<file path="config.mk">
export PLATFORM = sky130hd
export DESIGN_NAME = multi_chan_accum
export DESIGN_NICKNAME = d
export VERILOG_FILES = /design/src/rtl/multi_chan_accum_pkg.sv /design/src/rtl/accum_channel.sv /design/src/rtl/multi_chan_accum.sv
export SDC_FILE = /design/constraint.sdc
export NUM_CORES = 1
export LEC_CHECK = 0
export BUFFER_PORTS_ARGS = -buffer_cell sky130_fd_sc_hd__buf_4
export CAP_MARGIN = 30
export CORE_MARGIN = 3
export CORE_UTILIZATION = 60
export CTS_CLUSTER_DIAMETER = 60
export DETAILED_ROUTE_END_ITERATION = 7
export PLACE_DENSITY = 0.92
export SETUP_SLACK_MARGIN = 0.15
export SYNTH_ARGS = -nofsm -noshare
export SYNTH_HDL_FRONTEND = slang
export SYNTH_SLANG_ARGS = --single-unit
export TNS_END_PERCENT = 5
</file>
<file path="constraint.sdc">
create_clock -name CLK -period 22.5 [get_ports CLK]
set_input_delay 4.5 -clock CLK [delete_from_list [all_inputs] [get_ports CLK]]
set_output_delay 4.5 -clock CLK [all_outputs]
set_load 0.05 [all_outputs]
</file>
<file path="src/rtl/multi_chan_accum_pkg.sv">
// Shared types and helpers for the multi-channel accumulator.
package multi_chan_accum_pkg;

  typedef enum logic [1:0] {
    IDLE = 2'd0,
    WAIT = 2'd1,
    ACC  = 2'd2
  } accum_state_t;

  // Select width for n channels; a single channel still gets a 1-bit select.
  function automatic int sel_width(input int n);
    return (n > 1) ? $clog2(n) : 1;
  endfunction

endpackage

</file>
<file path="src/rtl/accum_channel.sv">
// One accumulator channel: IDLE->WAIT->ACC handshake, settle delay,
// wrap or saturating add with sticky overflow, one-cycle completion pulse.
module accum_channel
  import multi_chan_accum_pkg::*;
#(
  parameter int WIDTH    = 32,
  parameter int DELAY    = 1,
  parameter bit SATURATE = 1'b0
) (
  input  logic             CLK,
  input  logic             RST,
  input  logic             clear,
  input  logic             enable,
  input  logic [WIDTH-1:0] value,
  output logic [WIDTH-1:0] count,
  output logic             busy,
  output logic             done,
  output logic             ovf
);

  localparam int            CW        = (DELAY > 1) ? $clog2(DELAY) : 1;
  localparam logic [CW-1:0] WAIT_LOAD = CW'(DELAY - 1);

  accum_state_t     state_reg;
  logic [CW-1:0]    wait_cnt_reg;
  logic [WIDTH-1:0] opnd_reg;
  logic [WIDTH-1:0] count_reg;
  logic             ovf_reg;
  logic             done_reg;
  logic             busy_reg;

  logic [WIDTH:0]   add_full;
  logic [WIDTH-1:0] add_next;

  // Carry-out of the extended add is the overflow flag.
  always_comb begin
    add_full = {1'b0, count_reg} + {1'b0, opnd_reg};
    add_next = add_full[WIDTH-1:0];
    if (SATURATE && add_full[WIDTH]) begin
      add_next = '1;
    end
  end

  always_ff @(posedge CLK or posedge RST) begin
    if (RST) begin
      state_reg    <= IDLE;
      wait_cnt_reg <= '0;
      opnd_reg     <= '0;
      count_reg    <= '0;
      ovf_reg      <= 1'b0;
      done_reg     <= 1'b0;
      busy_reg     <= 1'b0;
    end else if (clear) begin
      state_reg    <= IDLE;
      wait_cnt_reg <= '0;
      opnd_reg     <= '0;
      count_reg    <= '0;
      ovf_reg      <= 1'b0;
      done_reg     <= 1'b0;
      busy_reg     <= 1'b0;
    end else begin
      done_reg <= 1'b0;
      case (state_reg)
        IDLE: begin
          if (enable) begin
            state_reg    <= WAIT;
            opnd_reg     <= value;
            wait_cnt_reg <= WAIT_LOAD;
            busy_reg     <= 1'b1;
          end
        end
        WAIT: begin
          if (wait_cnt_reg == '0) begin
            state_reg <= ACC;
          end else begin
            wait_cnt_reg <= wait_cnt_reg - CW'(1);
          end
        end
        ACC: begin
          count_reg <= add_next;
          ovf_reg   <= ovf_reg | add_full[WIDTH];
          done_reg  <= 1'b1;
          busy_reg  <= 1'b0;
          state_reg <= IDLE;
        end
        default: begin
          state_reg <= IDLE;
          busy_reg  <= 1'b0;
        end
      endcase
    end
  end

  assign count = count_reg;
  assign busy  = busy_reg;
  assign done  = done_reg;
  assign ovf   = ovf_reg;

endmodule

</file>
<file path="src/rtl/multi_chan_accum.sv">
// NCH independent enable-triggered accumulators with a selectable
// readback channel driving the sum port and the LED bank.
module multi_chan_accum
  import multi_chan_accum_pkg::*;
#(
  parameter int WIDTH    = 32,
  parameter int NCH      = 4,
  parameter int DELAY    = 1,
  parameter bit SATURATE = 1'b0,
  parameter int LED_LSB  = 16,
  parameter int LED_W    = 8,
  localparam int SW      = sel_width(NCH)
) (
  input  logic                 CLK,
  input  logic                 RST,
  input  logic                 clear,
  input  logic [NCH-1:0]       enable,
  input  logic [NCH*WIDTH-1:0] value,
  input  logic [SW-1:0]        sel,
  output logic [LED_W-1:0]     led,
  output logic [WIDTH-1:0]     sum,
  output logic [NCH-1:0]       busy,
  output logic [NCH-1:0]       done,
  output logic [NCH-1:0]       ovf
);

  logic [WIDTH-1:0] count_arr [NCH];

  generate
    for (genvar gi = 0; gi < NCH; gi++) begin : g_chan
      accum_channel #(
        .WIDTH    (WIDTH),
        .DELAY    (DELAY),
        .SATURATE (SATURATE)
      ) u_chan (
        .CLK    (CLK),
        .RST    (RST),
        .clear  (clear),
        .enable (enable[gi]),
        .value  (value[gi*WIDTH +: WIDTH]),
        .count  (count_arr[gi]),
        .busy   (busy[gi]),
        .done   (done[gi]),
        .ovf    (ovf[gi])
      );
    end
  endgenerate

  // Unmatched select codes (NCH not a power of two) fall through to zero.
  always_comb begin
    sum = '0;
    for (int i = 0; i < NCH; i++) begin
      if (sel == SW'(i)) begin
        sum = count_arr[i];
      end
    end
  end

  assign led = sum[LED_LSB +: LED_W];

endmodule

</file>
==> impl_metrics.yaml, run 1 <==
status:
  status: "finished, final reports clean"
routing:
  vias: 14800
  drcViolationCount: 0
  firstDrtPassIters: 7
  drtAntennaViolNets: 0
  drt_iter0_markers: 1403
  routed_wl_um: 52100
  routed_via_density: 6.66
  wire_per_inst_um: 23.4
final_layout:
  nNetsFinal: 2091
  fin_util: 0.708
  multi_input_area_um2: 9480
  drive_above_1_share: 0.184
  regArea_um2: 6910
  fillers: 1943
  syn_to_final_growth_pct: 15.9
floorplanning:
  start_util: 0.611
  coreArea_um2: 27900
  std_cell_rows: 61
  fp.dieW_um: 174
  io-pin-count: 189
  die_h_um: 174
  die_area_um2: 30400
synthesis:
  synth_fa_ha_area_frac: 0.0989
  synth_top_area_share: 0.406
  yosysSeqAreaShare: 0.406
  synth-compound-area-share: 0.258
  synth.distinct_cells: 92
  yosysTopAreaCell: "dfrtp_1"
  synth_edf_count: 0
  muxShareOfSynthArea: 0.0447
  syn_nets: 1950
  syn_avg_cell_area_um2: 10.1
  synth-seq-cells: 276
  synth_warnings: 0
  synthTopCellsByArea: "dfrtp_1 (41%), ha_1 (9.4%), a22o_1 (7.4%)"
  netlist_top_cells_count: "dfrtp_1 (276), nand2_1 (155), a22o_1 (144)"
  syn_inst: 1681
  synth.most_common_cell: "dfrtp_1"
  synth_async_sr_flop_share: 1.00
  synth_top_family_by_area: "compound AO/OA/AOI/OAI gates"
  synth_ff_type: "dfrtp_1"
  syn_area_um2: 17000
  synth-simple-area-share: 0.104
  synth_xor_xnor_area_share: 0.0479
setup_path:
  end_kind: "primary output"
  crit_path_max_fanout: 32
  r2r-start: "g_chan[0].u_chan.opnd_reg[0]$_DFFE_PP0P_"
  crit_type: "primary input to primary output"
  crit_path_start_kind: "primary input"
  crit_start: "sel[0]"
  required_ns: 18.00
  cp.arrival_ns: 5.94
pwr:
  ir_drop_uv: 62.3
  p_leak_nw: 9.73
  powerDensity_nw_per_um2: 62.2
timing:
  tns_ns: 0
  period_share: 0.464
  fin_ws_ns: 12.06
  slew_violations: 0
  fin_skew_ns: 0.0183
  setup_violations: 0
  worstMarginPinSlew_ns: 1.01
  relSlewSlack: 0.323
  fmax_ghz: 0.0958
  period_minus_slack_ns: 10.44
  rsz0062_at_grt: "no"
  hold_viol: 0
clocking:
  cts_sinks: 276
  clockBufferDepth: 3
  post_cts_resized: 0
  hold_buffers: 0
  htree_num_levels: 1
  clkLatencyLatePin_ns: 0.57
  clock-root-buffer: "clkbuf_16"
  cts_tree: "done"
  cts_buffers: 30
  cts_setup_buffers: 0
  clk_pin_slew_ns: 0.06
min_path:
  hold_path_class: "flop to flop"
  min_from: "g_chan[1].u_chan.opnd_reg[0]$_DFFE_PP0P_"
grt:
  grt_usage: 0.337
  grt_pass1_vias: 14900
  antenna_found_initial: 1
  grt_max_degree: 128
  gr-total-overflow: 0
  grt_pass1_wl_um: 81500
place:
  pre_cts_slack_ns: 12.06
  gp_congestion: 0.958
  hpwl_um: 37900
  place.port_buffers: 188
job:
  maxCapViolCount: 0
[logic make-up after synthesis]
kind of cell    after synthesis
xor+xnor                     93
mux                          36
flops                       276
buf+inv                     144
compound gates              614
simple gates                386
fa+ha+maj                   132
[layout make-up]
class,count,share of cell area
well taps,378,0.0240
clock buffers,44,0.0464
clock inverters,10,0.00920
flip-flops and latches,276,0.350
diodes,1,0.000127
repair buffers,205,0.0795
multi-input cells,1261,0.481
inverters,48,0.00952
[through the flow]
step / hold slack, ns / total power, mW / cell area (um2) / std cells
after floorplan: 0.456 / 0.632 / 17000 / 1681
after global placement: 0.489 / 0.679 / 18600 / 2166
after detailed placement: 0.489 / 0.686 / 18600 / 2167
after CTS: 0.508 / 1.23 / 19700 / 2221
after global routing: 0.515 / 1.26 / 19700 / 2222
final: 0.507 / 1.23 / 19700 / 2223
[layout by cell type (no fill, tap or decap), drive strengths merged, types with 14 or more instances in the layout]
master | Yosys | final
dfrtp | 276 | 276
a21o | 59 | 59
xor2 | 54 | 54
nor2 | 80 | 80
nand4 | 15 | 15
ha | 128 | 128
clkbuf | 64 | 44
nor3 | 28 | 28
nor2b | 14 | 14
o21a | 14 | 14
nand3 | 35 | 35
inv | 47 | 47
a31oi | 14 | 14
o21ai | 148 | 148
o31ai | 14 | 14
buf | 31 | 205
mux4 | 32 | 32
o21bai | 14 | 14
a21oi | 118 | 118
a22o | 144 | 144
xnor2 | 39 | 39
nand2 | 155 | 155
[worst max-delay path, cell delays in order]
cell and delay (ns):
buf_4 0.58, mux4_2 0.62, buf_4 0.21
[where the power goes]
part           switching (mW)  total [mW]  internal (mW)
sequential             0.0182       0.534          0.515
clock                   0.208       0.545          0.337
combinational          0.0881       0.148         0.0599
[worst paths after layout]
check	endpoint	slack [ns]	depth (start not counted)
max	led[0]	12.06	3
max in group asynchronous	g_chan[3].u_chan.count[22]$_DFFE_PP0P_	16.84	3
min in group asynchronous	g_chan[2].u_chan.done$_DFF_PP0_	4.08	2
min	g_chan[1].u_chan.opnd_reg[0]$_DFFE_PP0P_	0.51	1
min reg2reg	g_chan[1].u_chan.opnd_reg[0]$_DFFE_PP0P_	0.51	1
max reg2reg	g_chan[0].u_chan.count[30]$_DFFE_PP0P_	19.18	12
[metal layers]
layer,up-vias,GRT usage,share of wire
met4,0,0.158,0.050
met2,773,0.550,0.47
li1,6574,-,-
met5,-,0,0
met3,154,0.0688,0.091
met1,7296,0.434,0.39
(Power assumes the default switching activity.)
==> run 2: changes to the inputs <==
- CORE_UTILIZATION: 60 -> 54
- PLACE_DENSITY: 0.92 -> 0.88
- clock period: 22.5 -> 8.5 ns (I/O delays scaled with it)
==> run 2 against run 1 <==
  * Critical path depth unchanged
  * Hold slack improved by 0.0032 ns
  * Count of clock-buffer cells in the layout decreased by 10
  * Non-clock buffer count increased by 1
  * Routed wire length decreased by 1.3%
  * Utilization decreased by 6.6 points
  * Total power increased to 2.7 times the previous value
  * Final area increased by 0.39%
  * Via count decreased by 2.0%
  * Sequential share of layout area decreased by 0.14 points
  * Critical path type unchanged
==> impl_metrics.yaml, run 2 (synthesized netlist as in run 1, its figures left out) <==
status:
  status: "finished, final reports clean"
clocking:
  post_cts_resized: 0
  clock-root-buffer: "clkbuf_16"
  cts_sinks: 276
  clkLatencyLatePin_ns: 0.56
  clockBufferDepth: 3
  htree_num_levels: 1
  hold_buffers: 0
  clk_pin_slew_ns: 0.06
  cts_setup_buffers: 0
  cts_tree: "done"
  cts_buffers: 31
setup_path:
  crit_type: "primary input to primary output"
  cp.arrival_ns: 3.18
  crit_path_max_fanout: 32
  crit_path_start_kind: "primary input"
  end_kind: "primary output"
  required_ns: 6.80
grt:
  antenna_found_initial: 4
  grt_usage: 0.301
  grt_max_degree: 77
  gr-total-overflow: 0
  grt_pass1_vias: 14400
  grt_pass1_wl_um: 80400
pwr:
  comb_power_share: 0.118
  powerDensity_nw_per_um2: 165
  p_int_mw: 2.43
  ir_drop_uv: 183
  net-switching-power_mw: 0.845
  switching_share: 0.258
  seq_power_share: 0.432
  p_leak_nw: 9.76
  fin_total_pwr_mw: 3.27
  p_clk_frac: 0.450
routing:
  drcViolationCount: 0
  drt_iter0_markers: 1306
  routed_via_density: 6.46
  drtAntennaViolNets: 0
  vias: 14500
  wire_per_inst_um: 22.9
  firstDrtPassIters: 6
  routed_wl_um: 51400
job:
  maxCapViolCount: 0
final_layout:
  stdcell_count: 2244
  regArea_um2: 6910
  nNetsFinal: 2093
  fillers: 2373
  multi_input_area_um2: 9490
  drive_above_1_share: 0.188
  design_area_um2: 19800
  most-common-layout-cells: "dfrtp_1 (276), buf_4 (204), nand2_1 (155)"
  syn_to_final_growth_pct: 16.3
  final_common_cell: "dfrtp_1"
timing:
  worstMarginPinSlew_ns: 1.06
  period_minus_slack_ns: 4.88
  fin_skew_ns: 0.00975
  holdWs_ns: 0.510
  slew_violations: 0
  tns_ns: 0
  setup_violations: 0
  hold_viol: 0
  rsz0062_at_grt: "no"
  relSlewSlack: 0.291
  fmax_ghz: 0.205
  period_share: 0.574
floorplanning:
  std_cell_rows: 64
  die_h_um: 183
  die_area_um2: 33700
  start_util: 0.552
  coreArea_um2: 30800
  fp.dieW_um: 183
  io-pin-count: 189
min_path:
  hold_path_class: "flop to flop"
place:
  placed_area_um2: 18600
  place.port_buffers: 188
  gp_congestion: 0.987
  hpwl_um: 38200
  dpl.cell_count: 2186
## run 2: metrics by stage
step / utilization / setup slack, ns
after floorplan: - / 3.15
final: 0.642 / 3.62
after detailed placement: 0.604 / 3.64
after global routing: 0.642 / 3.56
after CTS: 0.641 / 3.63
after global placement: 0.604 / 3.68
## run 2: layout make-up
cell class / count / area share
Multi-Input combinational cell: 1261 / 0.479
Sequential cell: 276 / 0.349
Timing Repair Buffer: 206 / 0.0802
Clock buffer: 34 / 0.0413
Tap cell: 396 / 0.0250
Clock inverter: 22 / 0.0156
Inverter: 48 / 0.00929
Antenna cell: 1 / 0.000126
## run 2: routing by layer
metal	vias up	part of all wire	track usage
li1	6573	-	-
met1	7109	0.41	0.408
met2	679	0.45	0.478
met3	136	0.093	0.0617
met4	4	0.048	0.125
met5	-	0.00049	0
## run 2: final timing paths
kind	start	endpoint	slack (ns)	depth (start not counted)
worst min register to register	g_chan[1].u_chan.opnd_reg[3]$_DFFE_PP0P_	g_chan[1].u_chan.opnd_reg[3]$_DFFE_PP0P_	0.51	1
worst max register to register	g_chan[3].u_chan.count[0]$_DFFE_PP0P_	g_chan[3].u_chan.count[28]$_DFFE_PP0P_	5.25	12
max in group asynchronous	RST	g_chan[0].u_chan.count[23]$_DFFE_PP0P_	5.56	4
min in group asynchronous	RST	g_chan[2].u_chan.count[1]$_DFFE_PP0P_	1.39	3
worst min-delay path	g_chan[1].u_chan.opnd_reg[3]$_DFFE_PP0P_	g_chan[1].u_chan.opnd_reg[3]$_DFFE_PP0P_	0.51	1
worst max-delay path	sel[0]	sum[17]	3.62	3
## run 2: critical path: stages
cell	delay [ns]
buf_4	0.60
mux4_2	0.63
buf_4	0.22
## run 2: power by group through the flow
stage                     Combinational (mW)  Clock (mW)  Sequential, mW
after global placement                 0.367           0            1.43
after CTS                              0.383        1.49            1.41
after detailed placement               0.380           0            1.44
after global routing                   0.422        1.54            1.42
after floorplan                        0.263           0            1.41
final                                  0.387        1.47            1.41
